==> config.mk <==
export PLATFORM = sky130hd
export DESIGN_NAME = wvb_reader
export DESIGN_NICKNAME = d
export VERILOG_FILES = /design/src/rtl/wvb_reader_pkg.sv /design/src/rtl/wvb_reader_skid.sv /design/src/rtl/wvb_reader.sv
export SDC_FILE = /design/constraint.sdc
export NUM_CORES = 1
export LEC_CHECK = 0
export CORE_ASPECT_RATIO = 1.2
export CORE_MARGIN = 3
export CORE_UTILIZATION = 41
export DETAILED_ROUTE_END_ITERATION = 7
export GPL_ROUTABILITY_DRIVEN = 0
export HOLD_SLACK_MARGIN = 0.08
export SLEW_MARGIN = 20
export SYNTH_ARGS = -nofsm -noshare
export SYNTH_HDL_FRONTEND = slang
export SYNTH_HIERARCHICAL = 1
export SYNTH_SLANG_ARGS = --single-unit
==> constraint.sdc <==
create_clock -name clk -period 8.65 [get_ports clk]
set_input_delay 1.73 -clock clk [delete_from_list [all_inputs] [get_ports clk]]
set_output_delay 1.73 -clock clk [all_outputs]
set_load 0.02 [all_outputs]
==> src/rtl/wvb_reader_pkg.sv <==
`default_nettype none
// ============================================================================
// Module      : wvb_reader_pkg
// Description : Shared types and helpers for the waveform buffer reader:
//               FSM state encoding, header word count, trailer tag and
//               end-of-waveform bit index.
// Revision    : 1.0 - initial release
// ============================================================================
package wvb_reader_pkg;

  typedef enum logic [1:0] {
    ST_IDLE = 2'd0,
    ST_HDR  = 2'd1,
    ST_DATA = 2'd2,
    ST_DONE = 2'd3
  } state_e;

  // Upper half of the optional trailer word
  localparam logic [15:0] c_trailer_tag = 16'hE0F0;

  // Number of output words needed to carry one header: ceil(hdr_w / out_w)
  function automatic int hdr_word_count(input int hdr_w, input int out_w);
    return (hdr_w + out_w - 1) / out_w;
  endfunction

  // The top bit of a waveform word carries the end-of-waveform flag
  function automatic int eoe_index(input int data_w);
    return data_w - 1;
  endfunction

endpackage
`default_nettype wire

==> src/rtl/wvb_reader_skid.sv <==
`default_nettype none
// ============================================================================
// Module      : wvb_reader_skid
// Description : 2-entry valid/ready skid buffer. 'space' reports the number
//               of entries that can be accepted this cycle, counting a
//               same-cycle pop at the output, so an upstream reader can
//               schedule requests without stalling the stream.
// Revision    : 1.0 - initial release
// ============================================================================
module wvb_reader_skid #(
  parameter int P_WIDTH = 32
) (
  input  logic               clk,
  input  logic               rst_n,
  input  logic               in_valid,
  input  logic [P_WIDTH-1:0] in_data,
  output logic               in_ready,
  output logic               out_valid,
  output logic [P_WIDTH-1:0] out_data,
  input  logic               out_ready,
  output logic [1:0]         space
);

  logic [1:0][P_WIDTH-1:0] mem_q, mem_d;
  logic                    wr_ptr_q, wr_ptr_d;
  logic                    rd_ptr_q, rd_ptr_d;
  logic [1:0]              cnt_q, cnt_d;
  logic                    w_push;
  logic                    w_pop;

  // Output comes straight from storage, so it cannot change while stalled
  assign out_valid = (cnt_q != 2'd0);
  assign out_data  = mem_q[rd_ptr_q];
  assign w_pop     = out_valid && out_ready;
  assign space     = 2'd2 - cnt_q + {1'b0, w_pop};
  assign in_ready  = (space != 2'd0);
  assign w_push    = in_valid && in_ready;

  // Next-state: write at the tail, advance the head on pop, track occupancy
  always_comb begin
    mem_d    = mem_q;
    wr_ptr_d = wr_ptr_q;
    rd_ptr_d = rd_ptr_q;
    if (w_push) begin
      mem_d[wr_ptr_q] = in_data;
      wr_ptr_d        = ~wr_ptr_q;
    end
    if (w_pop) begin
      rd_ptr_d = ~rd_ptr_q;
    end
    cnt_d = cnt_q + {1'b0, w_push} - {1'b0, w_pop};
  end

  // Storage and pointer registers; reset empties the buffer and zeroes data
  always_ff @(posedge clk or negedge rst_n) begin
    if (!rst_n) begin
      mem_q    <= '0;
      wr_ptr_q <= 1'b0;
      rd_ptr_q <= 1'b0;
      cnt_q    <= 2'd0;
    end else begin
      mem_q    <= mem_d;
      wr_ptr_q <= wr_ptr_d;
      rd_ptr_q <= rd_ptr_d;
      cnt_q    <= cnt_d;
    end
  end

endmodule
`default_nettype wire

==> src/rtl/wvb_reader.sv <==
`default_nettype none
// ============================================================================
// Module      : wvb_reader
// Description : Drains one buffered waveform at a time: pops the header,
//               emits it MSW first, streams zero-extended waveform words up
//               to the end-of-waveform flag (or the length limit), then
//               pulses wvb_rddone. Output is a valid/ready word stream.
//               Optional macro WVB_READER_TRAILER_EN appends a trailer word
//               {16'hE0F0, words_read[15:0]} before wvb_rddone.
// Revision    : 1.0 - initial release
// ============================================================================
module wvb_reader
  import wvb_reader_pkg::*;
#(
  parameter int P_DATA_WIDTH = 22,
  parameter int P_HDR_WIDTH  = 80,
  parameter int P_OUT_WIDTH  = 32,
  parameter int P_MAX_LEN    = 4096
) (
  input  logic                    clk,
  input  logic                    rst_n,
  input  logic                    en,
  input  logic [P_DATA_WIDTH-1:0] wvb_data_in,
  input  logic [P_HDR_WIDTH-1:0]  hdr_data_in,
  input  logic                    hdr_empty,
  output logic                    hdr_rdreq,
  output logic                    wvb_rdreq,
  output logic                    wvb_rddone,
  output logic [P_OUT_WIDTH-1:0]  dout,
  output logic                    dout_valid,
  input  logic                    dout_ready,
  output logic                    busy,
  output logic                    len_err
);

  localparam int          c_hdr_words = hdr_word_count(P_HDR_WIDTH, P_OUT_WIDTH);
  localparam int          c_hdr_bits  = c_hdr_words * P_OUT_WIDTH;
  localparam int          c_eoe       = eoe_index(P_DATA_WIDTH);
  localparam logic [15:0] c_max_len   = 16'(P_MAX_LEN);
  localparam logic [7:0]  c_hdr_last  = 8'(c_hdr_words - 1);

  state_e                  state_q, state_d;
  logic [c_hdr_bits-1:0]   hdr_q, hdr_d;        // shifts left one word per emit
  logic [7:0]              hdr_cnt_q, hdr_cnt_d;
  logic [15:0]             rd_cnt_q, rd_cnt_d;  // data words requested
  logic                    pend_q, pend_d;      // a read returns this cycle
  logic                    len_err_q, len_err_d;
  logic                    hdr_rdreq_q, hdr_rdreq_d;
`ifdef WVB_READER_TRAILER_EN
  logic                    trl_sent_q, trl_sent_d;
  logic [P_OUT_WIDTH-1:0]  w_trl;
`endif

  logic [c_hdr_bits-1:0]   w_hdr_ext;
  logic [P_OUT_WIDTH-1:0]  w_data_ext;
  logic                    w_eoe_in;
  logic                    w_last_read;
  logic                    w_force;
  logic [1:0]              w_need;
  logic                    w_push_valid;
  logic [P_OUT_WIDTH-1:0]  w_push_data;
  logic                    w_push_ready;
  logic [1:0]              w_space;

  assign w_eoe_in    = wvb_data_in[c_eoe];
  // The word returning when the count sits at the limit is the final one
  assign w_last_read = pend_q && (rd_cnt_q == c_max_len);
  assign w_force     = w_last_read && !w_eoe_in;
  // A returning word claims one slot, so a new read needs one more on top
  assign w_need      = pend_q ? 2'd2 : 2'd1;

  // Zero-pad the header at the MSB and zero-extend data, forcing EOE on abort
  always_comb begin
    w_hdr_ext                     = '0;
    w_hdr_ext[P_HDR_WIDTH-1:0]    = hdr_data_in;
    w_data_ext                    = '0;
    w_data_ext[P_DATA_WIDTH-1:0]  = wvb_data_in;
    if (w_force) begin
      w_data_ext[c_eoe] = 1'b1;
    end
  end

`ifdef WVB_READER_TRAILER_EN
  // Trailer word: tag in the upper half, data word count in the lower half
  always_comb begin
    w_trl        = '0;
    w_trl[31:0]  = {c_trailer_tag, rd_cnt_q};
  end
`endif

  // FSM next-state, request generation and output-stage push selection
  always_comb begin
    state_d      = state_q;
    hdr_d        = hdr_q;
    hdr_cnt_d    = hdr_cnt_q;
    rd_cnt_d     = rd_cnt_q;
    pend_d       = 1'b0;
    len_err_d    = len_err_q;
    hdr_rdreq_d  = 1'b0;
`ifdef WVB_READER_TRAILER_EN
    trl_sent_d   = trl_sent_q;
`endif
    w_push_valid = 1'b0;
    w_push_data  = '0;
    wvb_rdreq    = 1'b0;
    wvb_rddone   = 1'b0;
    case (state_q)
      ST_IDLE: begin
        if (en && !hdr_empty) begin
          hdr_d       = w_hdr_ext;
          hdr_rdreq_d = 1'b1;
          hdr_cnt_d   = '0;
          rd_cnt_d    = '0;
`ifdef WVB_READER_TRAILER_EN
          trl_sent_d  = 1'b0;
`endif
          state_d     = ST_HDR;
        end
      end
      ST_HDR: begin
        w_push_valid = 1'b1;
        w_push_data  = hdr_q[c_hdr_bits-1 -: P_OUT_WIDTH];
        if (w_push_ready) begin
          hdr_d     = hdr_q << P_OUT_WIDTH;
          hdr_cnt_d = hdr_cnt_q + 8'd1;
          if (hdr_cnt_q == c_hdr_last) begin
            state_d = ST_DATA;
          end
        end
      end
      ST_DATA: begin
        // A returning word always fits: its read was only issued with room
        w_push_valid = pend_q;
        w_push_data  = w_data_ext;
        if (pend_q && (w_eoe_in || w_last_read)) begin
          state_d = ST_DONE;
          if (w_force) begin
            len_err_d = 1'b1;
          end
        end else if ((rd_cnt_q != c_max_len) && (w_space >= w_need)) begin
          wvb_rdreq = 1'b1;
          pend_d    = 1'b1;
          rd_cnt_d  = rd_cnt_q + 16'd1;
        end
      end
      ST_DONE: begin
`ifdef WVB_READER_TRAILER_EN
        if (!trl_sent_q) begin
          w_push_valid = 1'b1;
          w_push_data  = w_trl;
          if (w_push_ready) begin
            trl_sent_d = 1'b1;
          end
        end else if (!dout_valid) begin
          wvb_rddone = 1'b1;
          state_d    = ST_IDLE;
        end
`else
        if (!dout_valid) begin
          wvb_rddone = 1'b1;
          state_d    = ST_IDLE;
        end
`endif
      end
      default: begin
        state_d = ST_IDLE;
      end
    endcase
  end

  // State and datapath registers; reset aborts any waveform in progress
  always_ff @(posedge clk or negedge rst_n) begin
    if (!rst_n) begin
      state_q     <= ST_IDLE;
      hdr_q       <= '0;
      hdr_cnt_q   <= '0;
      rd_cnt_q    <= '0;
      pend_q      <= 1'b0;
      len_err_q   <= 1'b0;
      hdr_rdreq_q <= 1'b0;
`ifdef WVB_READER_TRAILER_EN
      trl_sent_q  <= 1'b0;
`endif
    end else begin
      state_q     <= state_d;
      hdr_q       <= hdr_d;
      hdr_cnt_q   <= hdr_cnt_d;
      rd_cnt_q    <= rd_cnt_d;
      pend_q      <= pend_d;
      len_err_q   <= len_err_d;
      hdr_rdreq_q <= hdr_rdreq_d;
`ifdef WVB_READER_TRAILER_EN
      trl_sent_q  <= trl_sent_d;
`endif
    end
  end

  // Registered pop keeps hdr_rdreq low during reset; it lands on the first
  // HDR cycle, which is also when busy rises
  assign hdr_rdreq = hdr_rdreq_q;
  assign len_err   = len_err_q;
  assign busy      = (state_q != ST_IDLE) && !wvb_rddone;

  wvb_reader_skid #(
    .P_WIDTH (P_OUT_WIDTH)
  ) u_skid (
    .clk       (clk),
    .rst_n     (rst_n),
    .in_valid  (w_push_valid),
    .in_data   (w_push_data),
    .in_ready  (w_push_ready),
    .out_valid (dout_valid),
    .out_data  (dout),
    .out_ready (dout_ready),
    .space     (w_space)
  );

endmodule
`default_nettype wire

-- Word level (Yosys, flattened, before mapping)
Index checks and enable logic that the tools add are counted.
- input bits: 107
- word-level logic and storage cells: 92
- output and inout port bits: 38
- register bits after elaboration: 193
- reductions and logical operators: 23
- $add $sub $neg: 6
- bitwise operators: 2
- magnitude comparators: 4
- muxes and demuxes: 32
- eq/ne operators: 13
- operator list (kind ; number):
    96-bit two-way mux ; 2
    96-bit case mux with 2 select lines ; 1
    32-bit two-way mux ; 3
    64-bit bitwise mux ; 1
    32-bit case mux with 2 select lines ; 1
    16-bit two-way mux ; 3
    32-bit demux with 1-bit select ; 1
    16-bit case mux with 2 select lines ; 1
    16-bit by 1-bit adder with 16-bit output, second input constant ; 1
    16-bit by 13-bit == test with 1-bit output, second input constant ; 1
    8-bit two-way mux ; 2
    16-bit by 13-bit inequality test with 1-bit output, second input constant ; 1
    8-bit case mux with 2 select lines ; 1
    2-bit two-way mux ; 6
    2-bit inequality test, second input constant ; 6
    2-bit nonzero test ; 5
    1-bit logical AND ; 9
    8-bit by 1-bit adder with 8-bit output, second input constant ; 1
    8-bit by 2-bit == test with 1-bit output, second input constant ; 1
    1-bit two-way mux ; 8
    2-bit case mux with 4 select lines ; 1
    3-bit AND reduction ; 2
    5-bit AND reduction ; 1
    2-bit by 1-bit adder with 2-bit output ; 2
    14 further kinds ; 19

-- Depth between registers and ports, before layout
Gate-level depths: netlist (run 1).
- depth after elaboration: 8
- depth in mapped cells: 13
- mapped depth without buffers: 11

-- Hierarchy
Netlist (run 1), hierarchy kept.
- by module, submodules not included (module ; area each (um2) ; instances ; cells an instance ; sequential area each (um2)):
    wvb_reader ; 5979.5 ; 1 ; 561 ; 3128.0
    wvb_reader_skid ; 3016.6 ; 1 ; 194 ; 1701.6

-- Worst setup path after synthesis (run 1)
No wires, ideal clock.
- path kind: input to output
- start point: in dout_ready
- end point: out wvb_rdreq
- path slack: 3.610 ns
- data required time: 6.920 ns
- path buffers: 0
- arrival: 3.310 ns
- cell stages on the path: 8
- path through: nand2_1 > ha_1 > inv_1 > inv_1 > ha_1 > or3b_1 > and2_1 > and3_1
- cells in the longest elaborated chain, start to end: 7
- RTL lines (what ; RTL line ; RTL):
    start: declaration ; wvb_reader.sv:31 ; input logic dout_ready,
    1-bit logical AND ; wvb_reader_skid.sv:34 ; assign w_pop = out_valid && out_ready;
    2-bit by 1-bit adder with 2-bit output ; wvb_reader_skid.sv:35 ; assign space = 2'd2 - cnt_q + {1'b0, w_pop};
    via w_space[0] ; wvb_reader.sv:63 ; logic [1:0] w_space;
    2-bit >= comparator ; wvb_reader.sv:140 ; end else if ((rd_cnt_q != c_max_len) && (w_space >= w_need)) begin
    1-bit logical AND ; wvb_reader.sv:140 ;
    1-bit two-way mux ; wvb_reader.sv:140 ;
    1-bit two-way mux ; wvb_reader.sv:135 ; if (pend_q && (w_eoe_in || w_last_read)) begin
    1-bit two-way mux ; wvb_reader.sv:107 ; case (state_q)
    end: declaration ; wvb_reader.sv:27 ; output logic wvb_rdreq,
The timed path passes the listed nets, and every way through them passes these cells.

-- Worst setup path after layout (run 1)
Same ends and word-level chain as after synthesis.

==> results of run 1 <==
-- power groups by stage --
| stage | sequential (mW) | combinational, mW | clock [mW] |
|---|---|---|---|
| 4_1_cts | 1.49 | 1.86 | 0.759 |
| 5_1_grt | 1.53 | 2.03 | 0.795 |
| 2_1_floorplan | 1.41 | 1.37 | 0 |
| 6_report | 1.49 | 1.84 | 0.738 |
| 3_5_place_dp | 1.51 | 1.85 | 0 |
| 3_3_place_gp | 1.49 | 1.78 | 0 |
-- layer usage --
layer | up-vias | part of all wire
li1 | 2989 | -
met1 | 3177 | 0.48
met2 | 151 | 0.46
met3 | 16 | 0.041
met4 | 0 | 0.014
met5 | - | 0
-- registers in the layout, indices dropped and copies added, names as in the netlist --
register	count
rd_cnt_q	16
state_q	2
u_skid/mem_q	64
pend_q	1
u_skid/rd_ptr_q	1
len_err	1
hdr_cnt_q	8
u_skid/wr_ptr_q	1
hdr_q	96
hdr_rdreq	1
u_skid/cnt_q	2
-- Yosys cell counts (all sizes together) (3+ instances only) --
cell type and number:
dfrtp 193, mux2 97, a22o 70, nor2 61, a21oi 59, mux2i 53
nand2 28, buf 27, clkbuf 26, and3 18, inv 14, ha 13
nand3 11, o21ai 10, nand4 9, and2 7, xor2 7, nor3 6
nor4 6, xnor2 4, nand2b 3, nand4b 3, or2 3
-- worst paths after layout --
| path | slack (ns) | end | from | cells after the start |
|---|---|---|---|---|
| hold / removal | 0.48 | len_err | len_err | 1 |
| setup / recovery | 2.40 | wvb_rdreq | dout_ready | 10 |
| hold reg to reg | 0.48 | len_err | len_err | 1 |
| min in group asynchronous | 1.22 | rd_cnt_q[2] | rst_n | 1 |
| max in group asynchronous | 5.76 | state_q[1] | rst_n | 3 |
| setup reg to reg | 4.97 | rd_cnt_q[11] | u_skid/cnt_q[1] | 11 |
-- worst max-delay path, stage by stage --
cell	delay (ns)
sky130_fd_sc_hd__clkdlybuf4s50_1	0.47
sky130_fd_sc_hd__nand2_1	0.10
sky130_fd_sc_hd__ha_1	0.22
sky130_fd_sc_hd__xor2_2	0.32
sky130_fd_sc_hd__inv_1	0.13
sky130_fd_sc_hd__ha_1	0.23
sky130_fd_sc_hd__or3b_1	0.39
sky130_fd_sc_hd__and2_1	0.19
sky130_fd_sc_hd__and3_1	0.20
sky130_fd_sc_hd__clkdlybuf4s50_1	0.54
-- final cells by class --
type,count,area share
Clock inverter,14,0.0106
Clock buffer,18,0.0382
Timing Repair Buffer,155,0.141
Inverter,14,0.00468
Tap cell,270,0.0301
Multi-Input combinational cell,495,0.345
Sequential cell,193,0.430
-- cells by family (layout without fill, tap and decap cells) --
kind of cell | count (synthesis) | in the layout | share of synthesized area
AO/OA/AOI/OAI | 155 | 155 | 0.124
XOR/XNOR | 11 | 11 | 0.0115
adder cells (fa/ha/maj) | 13 | 13 | 0.0181
buffers and inverters | 67 | 201 | 0.0366
flip-flops | 193 | 193 | 0.537
multiplexers | 150 | 150 | 0.180
AND/OR/NAND/NOR | 166 | 166 | 0.0922
==> flow_summary.html, run 1 <==
<table>
<tr><th>Metric</th><th>Value</th></tr>
<tr><th colspan="2">Global routing</th></tr>
<tr><td>Met3 layer usage reported by global route</td><td>0.0338</td></tr>
<tr><td>Met2 usage</td><td>0.289</td></tr>
<tr><td>Overflow left after global routing</td><td>0</td></tr>
<tr><td>Gr usage total</td><td>0.189</td></tr>
<tr><td>Met1 track demand over resource</td><td>0.276</td></tr>
<tr><td>Vias in the first global route</td><td>between 6000 and 7000</td></tr>
<tr><td>Number of antenna violations at the first check in global routing</td><td>0</td></tr>
<tr><td>Largest net degree at the start of global routing</td><td>around 120</td></tr>
<tr><td>Global-route wire length before repair</td><td>about 36 mm</td></tr>
<tr><td>Layer with the highest usage after global routing</td><td>met2</td></tr>
<tr><th colspan="2">STA</th></tr>
<tr><td>Final clock period utilization by the worst path</td><td>0.723</td></tr>
<tr><td>Normalized max-slew margin</td><td>0.350</td></tr>
<tr><td>Unrepaired setup endpoints after global routing</td><td>no</td></tr>
<tr><td>Final Max Slew Viols</td><td>0</td></tr>
<tr><td>Number of failing setup endpoints in the final timing report</td><td>0</td></tr>
<tr><td>Worst Hold Margin</td><td>0.480 ns</td></tr>
<tr><td>Final period demand of the worst path</td><td>6.25 ns</td></tr>
<tr><td>Final setup margin</td><td>about 2.4 ns</td></tr>
<tr><td>Post-Route Skew</td><td>0.0113 ns</td></tr>
<tr><td>Fmax</td><td>160 MHz</td></tr>
<tr><td>Total negative slack</td><td>0 ns</td></tr>
<tr><td>Tightest Pin Transition</td><td>about 1 ns</td></tr>
<tr><td>Fin. Hold Viols</td><td>0</td></tr>
<tr><th colspan="2">Routing</th></tr>
<tr><td>Pre-Repair DR Iteration Count</td><td>4</td></tr>
<tr><td>Number of vias in the routed layout</td><td>~6300</td></tr>
<tr><td>Number of DRC violations after detailed-routing iteration 0</td><td>about 310</td></tr>
<tr><td>Vias per cell</td><td>around 5.5</td></tr>
<tr><td>Wire length per cell</td><td>between 15 and 20 µm</td></tr>
<tr><td>Number of nets with antenna violations after detailed routing</td><td>0</td></tr>
<tr><td>Routed WL</td><td>around 22 mm</td></tr>
<tr><td>Detailed-route DRC error count</td><td>0</td></tr>
<tr><th colspan="2">Floorplan</th></tr>
<tr><td>Area of the placeable core</td><td>21300 µm²</td></tr>
<tr><td>Boundary pin count</td><td>roughly 150</td></tr>
<tr><td>Initial core utilization</td><td>0.423</td></tr>
<tr><td>Die width</td><td>roughly 140 µm</td></tr>
<tr><td>Y dimension of the die</td><td>168 µm</td></tr>
<tr><td>Rows</td><td>58</td></tr>
<tr><td>Die Outline Area</td><td>approximately 24000 µm²</td></tr>
<tr><th colspan="2">Finish</th></tr>
<tr><td># fillers</td><td>~1900</td></tr>
<tr><td>Most common cell after layout, fill and taps aside</td><td>sky130_fd_sc_hd__dfrtp_1</td></tr>
<tr><td>Final Net Count</td><td>about 1000</td></tr>
<tr><td>Multi-input gate area in the final layout</td><td>3880 µm²</td></tr>
<tr><td>Antenna diode count</td><td>0</td></tr>
<tr><td>Final core area utilization</td><td>0.528</td></tr>
<tr><td>Finished layout cell area</td><td>between 10000 and 15000 µm²</td></tr>
<tr><td>Non-filler cells in the finished layout</td><td>between 1000 and 1500</td></tr>
<tr><td>Sequential Area</td><td>approximately 4800 µm²</td></tr>
<tr><td>Layout Area Growth over Synthesis</td><td>24.9%</td></tr>
<tr><td>Top library cells by usage in the layout, fill and taps aside</td><td>193 x sky130_fd_sc_hd__dfrtp_1, 143 x sky130_fd_sc_hd__clkdlybuf4s50_1, 70 x sky130_fd_sc_hd__a22o_1, 61 x sky130_fd_sc_hd__nor2_1, 60 x sky130_fd_sc_hd__mux2_1</td></tr>
<tr><td>Fraction of layout cells with a size suffix above 1</td><td>0.105</td></tr>
<tr><th colspan="2">Pwr</th></tr>
<tr><td>Static leakage</td><td>between 5 and 6 nW</td></tr>
<tr><td>Total Power Consumption</td><td>between 4 and 5 mW</td></tr>
<tr><td>Cell-internal power</td><td>about 2.4 mW</td></tr>
<tr><td>Sequential group share of total power</td><td>0.366</td></tr>
<tr><td>P_sw</td><td>1.61 mW</td></tr>
<tr><td>Sw frac</td><td>0.397</td></tr>
<tr><td>Part of the total power dissipated in combinational logic</td><td>0.452</td></tr>
<tr><td>Clock group share of total power</td><td>0.182</td></tr>
<tr><td>Peak supply drop</td><td>about 0.00024 V</td></tr>
<tr><td>Power Density</td><td>between 300 and 400 nW/µm²</td></tr>
<tr><th colspan="2">Yosys</th></tr>
<tr><td>Top cell type by total area after synthesis</td><td>sky130_fd_sc_hd__dfrtp_1</td></tr>
<tr><td>Number of synthesized register bits</td><td>193</td></tr>
<tr><td>Share of Yosys cell area claimed by the top area cell type</td><td>0.537</td></tr>
<tr><td>Main area contributors after synthesis</td><td>sky130_fd_sc_hd__dfrtp_1 54%, sky130_fd_sc_hd__mux2_1 7.5%, sky130_fd_sc_hd__a22o_1 6.8%</td></tr>
<tr><td>Synthesized area divided by synthesized cell count</td><td>between 10 and 15 µm²</td></tr>
<tr><td>Number of distinct library cells after synthesis</td><td>56</td></tr>
<tr><td>Post-Synthesis Cells</td><td>approximately 760</td></tr>
<tr><td>Net Count, Synth</td><td>approximately 900</td></tr>
<tr><td>Yosys warnings</td><td>6</td></tr>
<tr><td>Portion of the post-synthesis area used by sequential elements</td><td>0.537</td></tr>
<tr><td>Prevailing post-synth register cell</td><td>sky130_fd_sc_hd__dfrtp_1</td></tr>
<tr><td>Area of the mapped netlist</td><td>roughly 9000 µm²</td></tr>
<tr><td>Async set or reset register ratio after synthesis</td><td>1.00</td></tr>
<tr><td>Number of enable-type register cells in the synthesized netlist</td><td>0</td></tr>
<tr><th colspan="2">Placed design</th></tr>
<tr><td>Post-DP Area</td><td>10700 µm²</td></tr>
<tr><td>Post-Place Setup Slack</td><td>2.40 ns</td></tr>
<tr><td>Post-DP HPWL</td><td>about 15 mm</td></tr>
<tr><td>Number of port buffers</td><td>144</td></tr>
<tr><td>Count of placed standard cells including taps</td><td>around 1100</td></tr>
<tr><th colspan="2">Job</th></tr>
<tr><td>Max-cap violation count</td><td>0</td></tr>
<tr><th colspan="2">Critical path</th></tr>
<tr><td>Worst Setup Path Type</td><td>input port to output pin</td></tr>
<tr><td>CP max FO</td><td>4</td></tr>
<tr><td>Crit end category</td><td>output pin</td></tr>
<tr><td>Critical path data arrival time</td><td>about 4.5 ns</td></tr>
<tr><td>Sort of element at the start of the critical path</td><td>input port</td></tr>
<tr><td>Critical Path RT</td><td>6.92 ns</td></tr>
<tr><th colspan="2">Clock tree</th></tr>
<tr><td>Clock latency reported for the late side of the worst-skew pair</td><td>0.43 ns</td></tr>
<tr><td>Post-CTS clock slew at the launch and capture registers of the worst setup and hold paths</td><td>about 0.080 ns</td></tr>
<tr><td>Cell at the root of the clock tree</td><td>sky130_fd_sc_hd__clkbuf_16</td></tr>
<tr><td>Hold Buf Count CTS</td><td>0</td></tr>
<tr><td>Number of buffers on the longest clock path</td><td>2</td></tr>
<tr><td>Number of buffers created by CTS</td><td>17</td></tr>
<tr><td>Total number of H-tree levels</td><td>4</td></tr>
<tr><td>Clk sink count</td><td>just under 200</td></tr>
<tr><td>Post_cts resized</td><td>0</td></tr>
<tr><td># Post-CTS Setup Buffers</td><td>0</td></tr>
<tr><td>Clock tree from TritonCTS</td><td>built</td></tr>
<tr><th colspan="2">Status</th></tr>
<tr><td>Result of the run</td><td>finished clean</td></tr>
<tr><th colspan="2">Hold path</th></tr>
<tr><td>Path category of the worst min-delay check</td><td>flop to flop</td></tr>
</table>
No activity file was read; power rests on OpenSTA's default activity.
==> inputs of run 2 (changes only) <==
--- a/config.mk
+++ b/config.mk
@@ -11,6 +11,7 @@
 export DETAILED_ROUTE_END_ITERATION = 7
 export GPL_ROUTABILITY_DRIVEN = 0
 export HOLD_SLACK_MARGIN = 0.08
+export PLACE_DENSITY = 0.66
 export SLEW_MARGIN = 20
 export SYNTH_ARGS = -nofsm -noshare
 export SYNTH_HDL_FRONTEND = slang
==> constraint.sdc (replaced) <==
create_clock -name clk -period 5.4 [get_ports clk]
set_input_delay 1.08 -clock clk [delete_from_list [all_inputs] [get_ports clk]]
set_output_delay 1.08 -clock clk [all_outputs]
set_load 0.02 [all_outputs]
==> flow_summary.html, run 2 (synthesis gave the netlist of run 1 again) <==
<table>
<tr><th>Metric</th><th>Value</th></tr>
<tr><th colspan="2">Status</th></tr>
<tr><td>Result of the run</td><td>finished clean</td></tr>
<tr><th colspan="2">Routing</th></tr>
<tr><td>Number of DRC violations after detailed-routing iteration 0</td><td>approximately 400</td></tr>
<tr><td>Number of vias in the routed layout</td><td>about 6100</td></tr>
<tr><td>Number of nets with antenna violations after detailed routing</td><td>0</td></tr>
<tr><td>Vias per cell</td><td>5.28</td></tr>
<tr><td>Wire length per cell</td><td>~18 µm</td></tr>
<tr><td>Detailed-route DRC error count</td><td>0</td></tr>
<tr><td>Pre-Repair DR Iteration Count</td><td>6</td></tr>
<tr><td>Routed WL</td><td>approximately 20 mm</td></tr>
<tr><th colspan="2">Finish</th></tr>
<tr><td>Layout Area Growth over Synthesis</td><td>24.0%</td></tr>
<tr><td>Final core area utilization</td><td>0.525</td></tr>
<tr><td>Flip-flop count of the largest register, all copies and words added</td><td>96</td></tr>
<tr><td>Top library cells by usage in the layout, fill and taps aside</td><td>192 x sky130_fd_sc_hd__dfrtp_1, 143 x sky130_fd_sc_hd__clkdlybuf4s50_1, 70 x sky130_fd_sc_hd__a22o_1, 61 x sky130_fd_sc_hd__nor2_1, 60 x sky130_fd_sc_hd__mux2_1</td></tr>
<tr><td>Registers with the highest flip-flop counts</td><td>hdr_q: 96 flops, u_skid/mem_q: 64 flops, rd_cnt_q: 16 flops</td></tr>
<tr><td>Fraction of layout cells with a size suffix above 1</td><td>0.102</td></tr>
<tr><td>Register with the most flip-flops</td><td>hdr_q</td></tr>
<tr><td>Final Net Count</td><td>just under 1000</td></tr>
<tr><td>Most common cell after layout, fill and taps aside</td><td>sky130_fd_sc_hd__dfrtp_1</td></tr>
<tr><th colspan="2">STA</th></tr>
<tr><td>Fmax</td><td>202 MHz</td></tr>
<tr><td>Post-Route Skew</td><td>just over 0.009 ns</td></tr>
<tr><td>Normalized max-slew margin</td><td>0.349</td></tr>
<tr><td>Unrepaired setup endpoints after global routing</td><td>no</td></tr>
<tr><td>Worst Hold Margin</td><td>0.466 ns</td></tr>
<tr><td>Total negative slack</td><td>0 ns</td></tr>
<tr><td>Tightest Pin Transition</td><td>0.976 ns</td></tr>
<tr><td>Final clock period utilization by the worst path</td><td>0.916</td></tr>
<tr><td>Final Max Slew Viols</td><td>0</td></tr>
<tr><td>Final period demand of the worst path</td><td>~5 ns</td></tr>
<tr><td>Final setup margin</td><td>around 0.45 ns</td></tr>
<tr><td>Number of failing setup endpoints in the final timing report</td><td>0</td></tr>
<tr><td>Fin. Hold Viols</td><td>0</td></tr>
<tr><th colspan="2">Clock tree</th></tr>
<tr><td>Number of buffers created by CTS</td><td>17</td></tr>
<tr><td>Cell at the root of the clock tree</td><td>sky130_fd_sc_hd__clkbuf_16</td></tr>
<tr><td>Total number of H-tree levels</td><td>4</td></tr>
<tr><td>Clk sink count</td><td>around 190</td></tr>
<tr><td>Hold Buf Count CTS</td><td>0</td></tr>
<tr><td>Post-CTS clock slew at the launch and capture registers of the worst setup and hold paths</td><td>0.07 ns</td></tr>
<tr><td>Post_cts resized</td><td>0</td></tr>
<tr><td>Number of buffers on the longest clock path</td><td>2</td></tr>
<tr><td># Post-CTS Setup Buffers</td><td>0</td></tr>
<tr><td>Clock latency reported for the late side of the worst-skew pair</td><td>~0.43 ns</td></tr>
<tr><td>Clock tree from TritonCTS</td><td>built</td></tr>
<tr><th colspan="2">Placed design</th></tr>
<tr><td>Post-Place Setup Slack</td><td>~0.48 ns</td></tr>
<tr><td>Post-DP HPWL</td><td>about 14 mm</td></tr>
<tr><td>Number of port buffers</td><td>around 140</td></tr>
<tr><th colspan="2">Global routing</th></tr>
<tr><td>Met2 usage</td><td>0.270</td></tr>
<tr><td>Vias in the first global route</td><td>between 6000 and 7000</td></tr>
<tr><td>Gr usage total</td><td>0.176</td></tr>
<tr><td>Largest net degree at the start of global routing</td><td>about 110</td></tr>
<tr><td>Layer with the highest usage after global routing</td><td>met2</td></tr>
<tr><td>Global-route wire length before repair</td><td>33.2 mm</td></tr>
<tr><td>Overflow left after global routing</td><td>0</td></tr>
<tr><td>Met3 layer usage reported by global route</td><td>0.0335</td></tr>
<tr><td>Number of antenna violations at the first check in global routing</td><td>3</td></tr>
<tr><td>Met1 track demand over resource</td><td>0.249</td></tr>
<tr><th colspan="2">Critical path</th></tr>
<tr><td>CP max FO</td><td>4</td></tr>
<tr><td>Critical Path RT</td><td>between 4 and 5 ns</td></tr>
<tr><td>Crit end category</td><td>output pin</td></tr>
<tr><td>Critical path data arrival time</td><td>3.87 ns</td></tr>
<tr><td>Worst Setup Path Type</td><td>input port to output pin</td></tr>
<tr><td>Sort of element at the start of the critical path</td><td>input port</td></tr>
<tr><th colspan="2">Pwr</th></tr>
<tr><td>Total Power Consumption</td><td>around 6.4 mW</td></tr>
<tr><td>Static leakage</td><td>between 5 and 6 nW</td></tr>
<tr><td>Peak supply drop</td><td>0.000341 V</td></tr>
<tr><td>Power Density</td><td>~570 nW/µm²</td></tr>
<tr><th colspan="2">Floorplan</th></tr>
<tr><td>Die Outline Area</td><td>~24000 µm²</td></tr>
<tr><td>Area of the placeable core</td><td>~21000 µm²</td></tr>
<tr><td>Y dimension of the die</td><td>about 170 µm</td></tr>
<tr><td>Initial core utilization</td><td>0.423</td></tr>
<tr><td>Boundary pin count</td><td>145</td></tr>
<tr><td>Rows</td><td>a little under 60</td></tr>
<tr><td>Die width</td><td>around 140 µm</td></tr>
<tr><th colspan="2">Hold path</th></tr>
<tr><td>Path category of the worst min-delay check</td><td>flop to flop</td></tr>
<tr><th colspan="2">Job</th></tr>
<tr><td>Max-cap violation count</td><td>0</td></tr>
</table>
## run 2: cell types whose count changed in the layout (fill, tap and decap cells not counted), moves of 2 or more
cell	change
sky130_fd_sc_hd__and2_0	-2
sky130_fd_sc_hd__and2_1	+2
sky130_fd_sc_hd__buf_16	-3
sky130_fd_sc_hd__diode_2	+2
## run 2: metrics by stage
| stage | std cells | instance area, µm² |
|---|---|---|
| final | 1156 | 11200 |
| after global routing | 1156 | 11200 |
| after CTS | 1154 | 11200 |
| after detailed placement | 1124 | 10600 |
| after global placement | 1124 | 10600 |
| after floorplan | 755 | 9000 |
## run 2: power breakdown
group	internal (mW)	leakage (nW)	total (mW)	switching [mW]
registers	2.02	2.50	2.41	0.391
logic	1.27	2.29	2.82	1.55
clock network	0.601	0.258	1.18	0.578
total	3.89	5.04	6.40	2.52
## run 2: worst max-delay path, cell delays in order
cell                              delay (ns)
sky130_fd_sc_hd__clkdlybuf4s50_1        0.48
sky130_fd_sc_hd__nand2_1                0.11
sky130_fd_sc_hd__ha_1                   0.23
sky130_fd_sc_hd__xor2_2                 0.31
sky130_fd_sc_hd__inv_1                  0.12
sky130_fd_sc_hd__ha_1                   0.23
sky130_fd_sc_hd__or3b_1                 0.38
sky130_fd_sc_hd__and2_1                 0.19
sky130_fd_sc_hd__and3_1                 0.20
sky130_fd_sc_hd__clkdlybuf4s50_1        0.54
## run 2: final cells by class
cell class	instances	area (µm²)
Multi-Input combinational cell	495	3880
Inverter	14	52.6
Clock buffer	17	425
Clock inverter	13	120
Fill cell	1894	10100
Sequential cell	193	4830
Tap cell	270	338
Timing Repair Buffer	152	1510
Antenna cell	2	5.00
## run 2: worst paths after layout
kind,slack (ns),endpoint,start,cells past startpoint
max,0.45,wvb_rdreq,dout_ready,10
min,0.47,len_err,len_err,1
max reg2reg,1.84,rd_cnt_q[11],u_skid/cnt_q[1],11
min reg2reg,0.47,len_err,len_err,1
max in group asynchronous,3.55,hdr_q[68],rst_n,2
min in group asynchronous,0.77,hdr_q[42],rst_n,1
## run 2: layer usage
metal,share of wire,wire [µm],vias to the layer above
met5,0.00073,15,-
met4,0.027,543,2
met3,0.038,770,31
met2,0.45,9300,123
met1,0.48,9820,2961
li1,-,-,2985
==> inputs of run 3 (changes only) <==
--- a/config.mk
+++ b/config.mk
@@ -6,13 +6,12 @@
 export NUM_CORES = 1
 export LEC_CHECK = 0
 export CORE_ASPECT_RATIO = 1.2
-export CORE_MARGIN = 3
+export CORE_MARGIN = 2
 export CORE_UTILIZATION = 41
 export DETAILED_ROUTE_END_ITERATION = 7
 export GPL_ROUTABILITY_DRIVEN = 0
 export HOLD_SLACK_MARGIN = 0.08
 export PLACE_DENSITY = 0.66
-export SLEW_MARGIN = 20
 export SYNTH_ARGS = -nofsm -noshare
 export SYNTH_HDL_FRONTEND = slang
 export SYNTH_HIERARCHICAL = 1
==> flow_summary.html, run 3 (synthesis gave the netlist of run 1 again) <==
<table>
<tr><th>Metric</th><th>Value</th></tr>
<tr><th colspan="2">Routing</th></tr>
<tr><td>Routed WL</td><td>around 20 mm</td></tr>
<tr><td>Number of DRC violations after detailed-routing iteration 0</td><td>450</td></tr>
<tr><td>Number of vias in the routed layout</td><td>roughly 6000</td></tr>
<tr><td>Detailed-route DRC error count</td><td>0</td></tr>
<tr><td>Number of nets with antenna violations after detailed routing</td><td>0</td></tr>
<tr><td>Vias per cell</td><td>5.31</td></tr>
<tr><td>Pre-Repair DR Iteration Count</td><td>4</td></tr>
<tr><td>Wire length per cell</td><td>approximately 17 µm</td></tr>
<tr><th colspan="2">Clock tree</th></tr>
<tr><td>Total number of H-tree levels</td><td>4</td></tr>
<tr><td>Clk sink count</td><td>between 150 and 200</td></tr>
<tr><td># Post-CTS Setup Buffers</td><td>0</td></tr>
<tr><td>Hold Buf Count CTS</td><td>0</td></tr>
<tr><td>Clock tree from TritonCTS</td><td>built</td></tr>
<tr><td>Number of buffers created by CTS</td><td>17</td></tr>
<tr><td>Post_cts resized</td><td>0</td></tr>
<tr><td>Post-CTS clock slew at the launch and capture registers of the worst setup and hold paths</td><td>approximately 0.070 ns</td></tr>
<tr><td>Cell at the root of the clock tree</td><td>sky130_fd_sc_hd__clkbuf_16</td></tr>
<tr><td>Clock latency reported for the late side of the worst-skew pair</td><td>between 0.4 and 0.5 ns</td></tr>
<tr><td>Number of buffers on the longest clock path</td><td>2</td></tr>
<tr><th colspan="2">Global routing</th></tr>
<tr><td>Vias in the first global route</td><td>6140</td></tr>
<tr><td>Met1 track demand over resource</td><td>0.260</td></tr>
<tr><td>Global-route wire length before repair</td><td>around 33 mm</td></tr>
<tr><td>Gr usage total</td><td>0.182</td></tr>
<tr><td>Met2 usage</td><td>0.277</td></tr>
<tr><td>Met3 layer usage reported by global route</td><td>0.0352</td></tr>
<tr><td>Number of antenna violations at the first check in global routing</td><td>3</td></tr>
<tr><td>Largest net degree at the start of global routing</td><td>between 100 and 150</td></tr>
<tr><td>Layer with the highest usage after global routing</td><td>met2</td></tr>
<tr><td>Overflow left after global routing</td><td>0</td></tr>
<tr><th colspan="2">STA</th></tr>
<tr><td>Post-Route Skew</td><td>roughly 0.010 ns</td></tr>
<tr><td>Fmax</td><td>204 MHz</td></tr>
<tr><td>Fin. Hold Viols</td><td>0</td></tr>
<tr><td>Number of failing setup endpoints in the final timing report</td><td>0</td></tr>
<tr><td>Normalized max-slew margin</td><td>0.332</td></tr>
<tr><td>Final period demand of the worst path</td><td>4.90 ns</td></tr>
<tr><td>Unrepaired setup endpoints after global routing</td><td>no</td></tr>
<tr><td>Total negative slack</td><td>0 ns</td></tr>
<tr><td>Tightest Pin Transition</td><td>about 1.0 ns</td></tr>
<tr><td>Final Max Slew Viols</td><td>0</td></tr>
<tr><td>Final clock period utilization by the worst path</td><td>0.907</td></tr>
<tr><td>Final setup margin</td><td>between 0.5 and 0.6 ns</td></tr>
<tr><th colspan="2">Critical path</th></tr>
<tr><td>Critical path, cell by cell</td><td>clkdlybuf4s50_1 -&gt; nand2_1 -&gt; ha_1 -&gt; xor2_2 -&gt; inv_1 -&gt; ha_1 -&gt; or3b_1 -&gt; and2_1 -&gt; and3_1 -&gt; clkdlybuf4s50_1</td></tr>
<tr><td>Worst Setup Path Type</td><td>input port to output pin</td></tr>
<tr><td>Critical path data arrival time</td><td>between 3 and 4 ns</td></tr>
<tr><td>CP max FO</td><td>4</td></tr>
<tr><td>Crit end category</td><td>output pin</td></tr>
<tr><td>Delay-heaviest family, CP</td><td>buffers and inverters</td></tr>
<tr><td>Slowest cell on the critical path</td><td>sky130_fd_sc_hd__clkdlybuf4s50_1</td></tr>
<tr><td>Peak per-stage delay on the critical path</td><td>roughly 0.54 ns</td></tr>
<tr><td>Sum of buffers and inverters on the critical path</td><td>3</td></tr>
<tr><td>Sort of element at the start of the critical path</td><td>input port</td></tr>
<tr><td>Critical Path RT</td><td>around 4.3 ns</td></tr>
<tr><th colspan="2">Floorplan</th></tr>
<tr><td>Rows</td><td>59</td></tr>
<tr><td>Die Outline Area</td><td>~23000 µm²</td></tr>
<tr><td>Boundary pin count</td><td>~150</td></tr>
<tr><td>Initial core utilization</td><td>0.416</td></tr>
<tr><td>Y dimension of the die</td><td>around 170 µm</td></tr>
<tr><td>Area of the placeable core</td><td>about 22000 µm²</td></tr>
<tr><td>Die width</td><td>139 µm</td></tr>
<tr><th colspan="2">Finish</th></tr>
<tr><td>Most common cell after layout, fill and taps aside</td><td>sky130_fd_sc_hd__dfrtp_1</td></tr>
<tr><td>Layout Area Growth over Synthesis</td><td>25.0%</td></tr>
<tr><td>Multi-input gate area in the final layout</td><td>3880 µm²</td></tr>
<tr><td>Registers with the highest flip-flop counts</td><td>hdr_q: 96 flops, u_skid/mem_q: 64 flops, rd_cnt_q: 16 flops</td></tr>
<tr><td>Final Net Count</td><td>994</td></tr>
<tr><td>Flip-flop count of the largest register, all copies and words added</td><td>96</td></tr>
<tr><td>Fraction of layout cells with a size suffix above 1</td><td>0.103</td></tr>
<tr><td># fillers</td><td>around 1900</td></tr>
<tr><td>Top library cells by usage in the layout, fill and taps aside</td><td>192 x sky130_fd_sc_hd__dfrtp_1, 143 x sky130_fd_sc_hd__clkdlybuf4s50_1, 70 x sky130_fd_sc_hd__a22o_1, 61 x sky130_fd_sc_hd__nor2_1, 60 x sky130_fd_sc_hd__mux2_1</td></tr>
<tr><td>Sequential Area</td><td>~4800 µm²</td></tr>
<tr><td>Register with the most flip-flops</td><td>hdr_q</td></tr>
<tr><th colspan="2">Placed design</th></tr>
<tr><td>Post-Place Setup Slack</td><td>between 0.5 and 0.6 ns</td></tr>
<tr><td>Post-DP HPWL</td><td>14.2 mm</td></tr>
<tr><td>Number of port buffers</td><td>144</td></tr>
<tr><th colspan="2">Pwr</th></tr>
<tr><td>Static leakage</td><td>5.09 nW</td></tr>
<tr><td>Power Density</td><td>582 nW/µm²</td></tr>
<tr><td>Total Power Consumption</td><td>~6.5 mW</td></tr>
<tr><td>Peak supply drop</td><td>around 0.00034 V</td></tr>
<tr><th colspan="2">Job</th></tr>
<tr><td>Max-cap violation count</td><td>0</td></tr>
<tr><th colspan="2">Hold path</th></tr>
<tr><td>Path category of the worst min-delay check</td><td>flop to flop</td></tr>
<tr><th colspan="2">Status</th></tr>
<tr><td>Result of the run</td><td>finished clean</td></tr>
</table>
run 3: worst paths after layout:
kind | slack, ns | cells past startpoint | start | endpoint
setup / recovery | 0.50 | 10 | dout_ready | wvb_rdreq
hold / removal | 0.48 | 1 | u_skid/mem_q[34] | u_skid/mem_q[34]
setup reg to reg | 1.83 | 11 | u_skid/cnt_q[1] | rd_cnt_q[11]
hold reg to reg | 0.48 | 1 | u_skid/mem_q[34] | u_skid/mem_q[34]
max in group asynchronous | 3.44 | 2 | rst_n | hdr_q[68]
min in group asynchronous | 0.76 | 1 | rst_n | hdr_q[12]
run 3: layout make-up:
| cell class | count | area share |
|---|---|---|
| timing repair buffer | 153 | 0.136 |
| clock inverter | 12 | 0.0139 |
| antenna | 3 | 0.000668 |
| sequential | 193 | 0.430 |
| inverter | 14 | 0.00467 |
| multi-input combinational | 495 | 0.345 |
| tap | 274 | 0.0305 |
| clock buffer | 20 | 0.0397 |
run 3: per-layer routing:
metal / vias to the layer above / share of wire
met5: - / 0
met4: 0 / 0.020
met3: 19 / 0.036
met2: 121 / 0.46
met1: 3052 / 0.48
li1: 2984 / -
run 3: where the power goes:
| part | total (mW) | switching (mW) | internal, mW |
|---|---|---|---|
| Clock | 1.29 | 0.546 | 0.744 |
| Combinational | 2.85 | 1.56 | 1.29 |
| Sequential | 2.41 | 0.393 | 2.02 |
| Total | 6.55 | 2.50 | 4.05 |
run 3: worst register-to-register path: stages (launching register included):
cell and delay, ns:
sky130_fd_sc_hd__dfrtp_1 0.42, sky130_fd_sc_hd__or2_2 0.36, sky130_fd_sc_hd__nand2_1 0.13, sky130_fd_sc_hd__ha_1 0.20, sky130_fd_sc_hd__xor2_2 0.33, sky130_fd_sc_hd__inv_1 0.12, sky130_fd_sc_hd__ha_1 0.22, sky130_fd_sc_hd__or3b_1 0.38
sky130_fd_sc_hd__a31oi_2 0.32, sky130_fd_sc_hd__or2_1 0.52, sky130_fd_sc_hd__nor4_1 0.12, sky130_fd_sc_hd__a311o_1 0.34
run 3: through the flow:
step           area (µm²)  std cells   util  hold WS [ns]
2_1_floorplan        9000        755      -         0.452
3_3_place_gp        10600       1129  0.492         0.462
3_5_place_dp        10600       1129  0.492         0.470
4_1_cts             11200       1161  0.519         0.485
5_1_grt             11200       1163  0.520         0.495
6_report            11200       1164  0.520         0.481
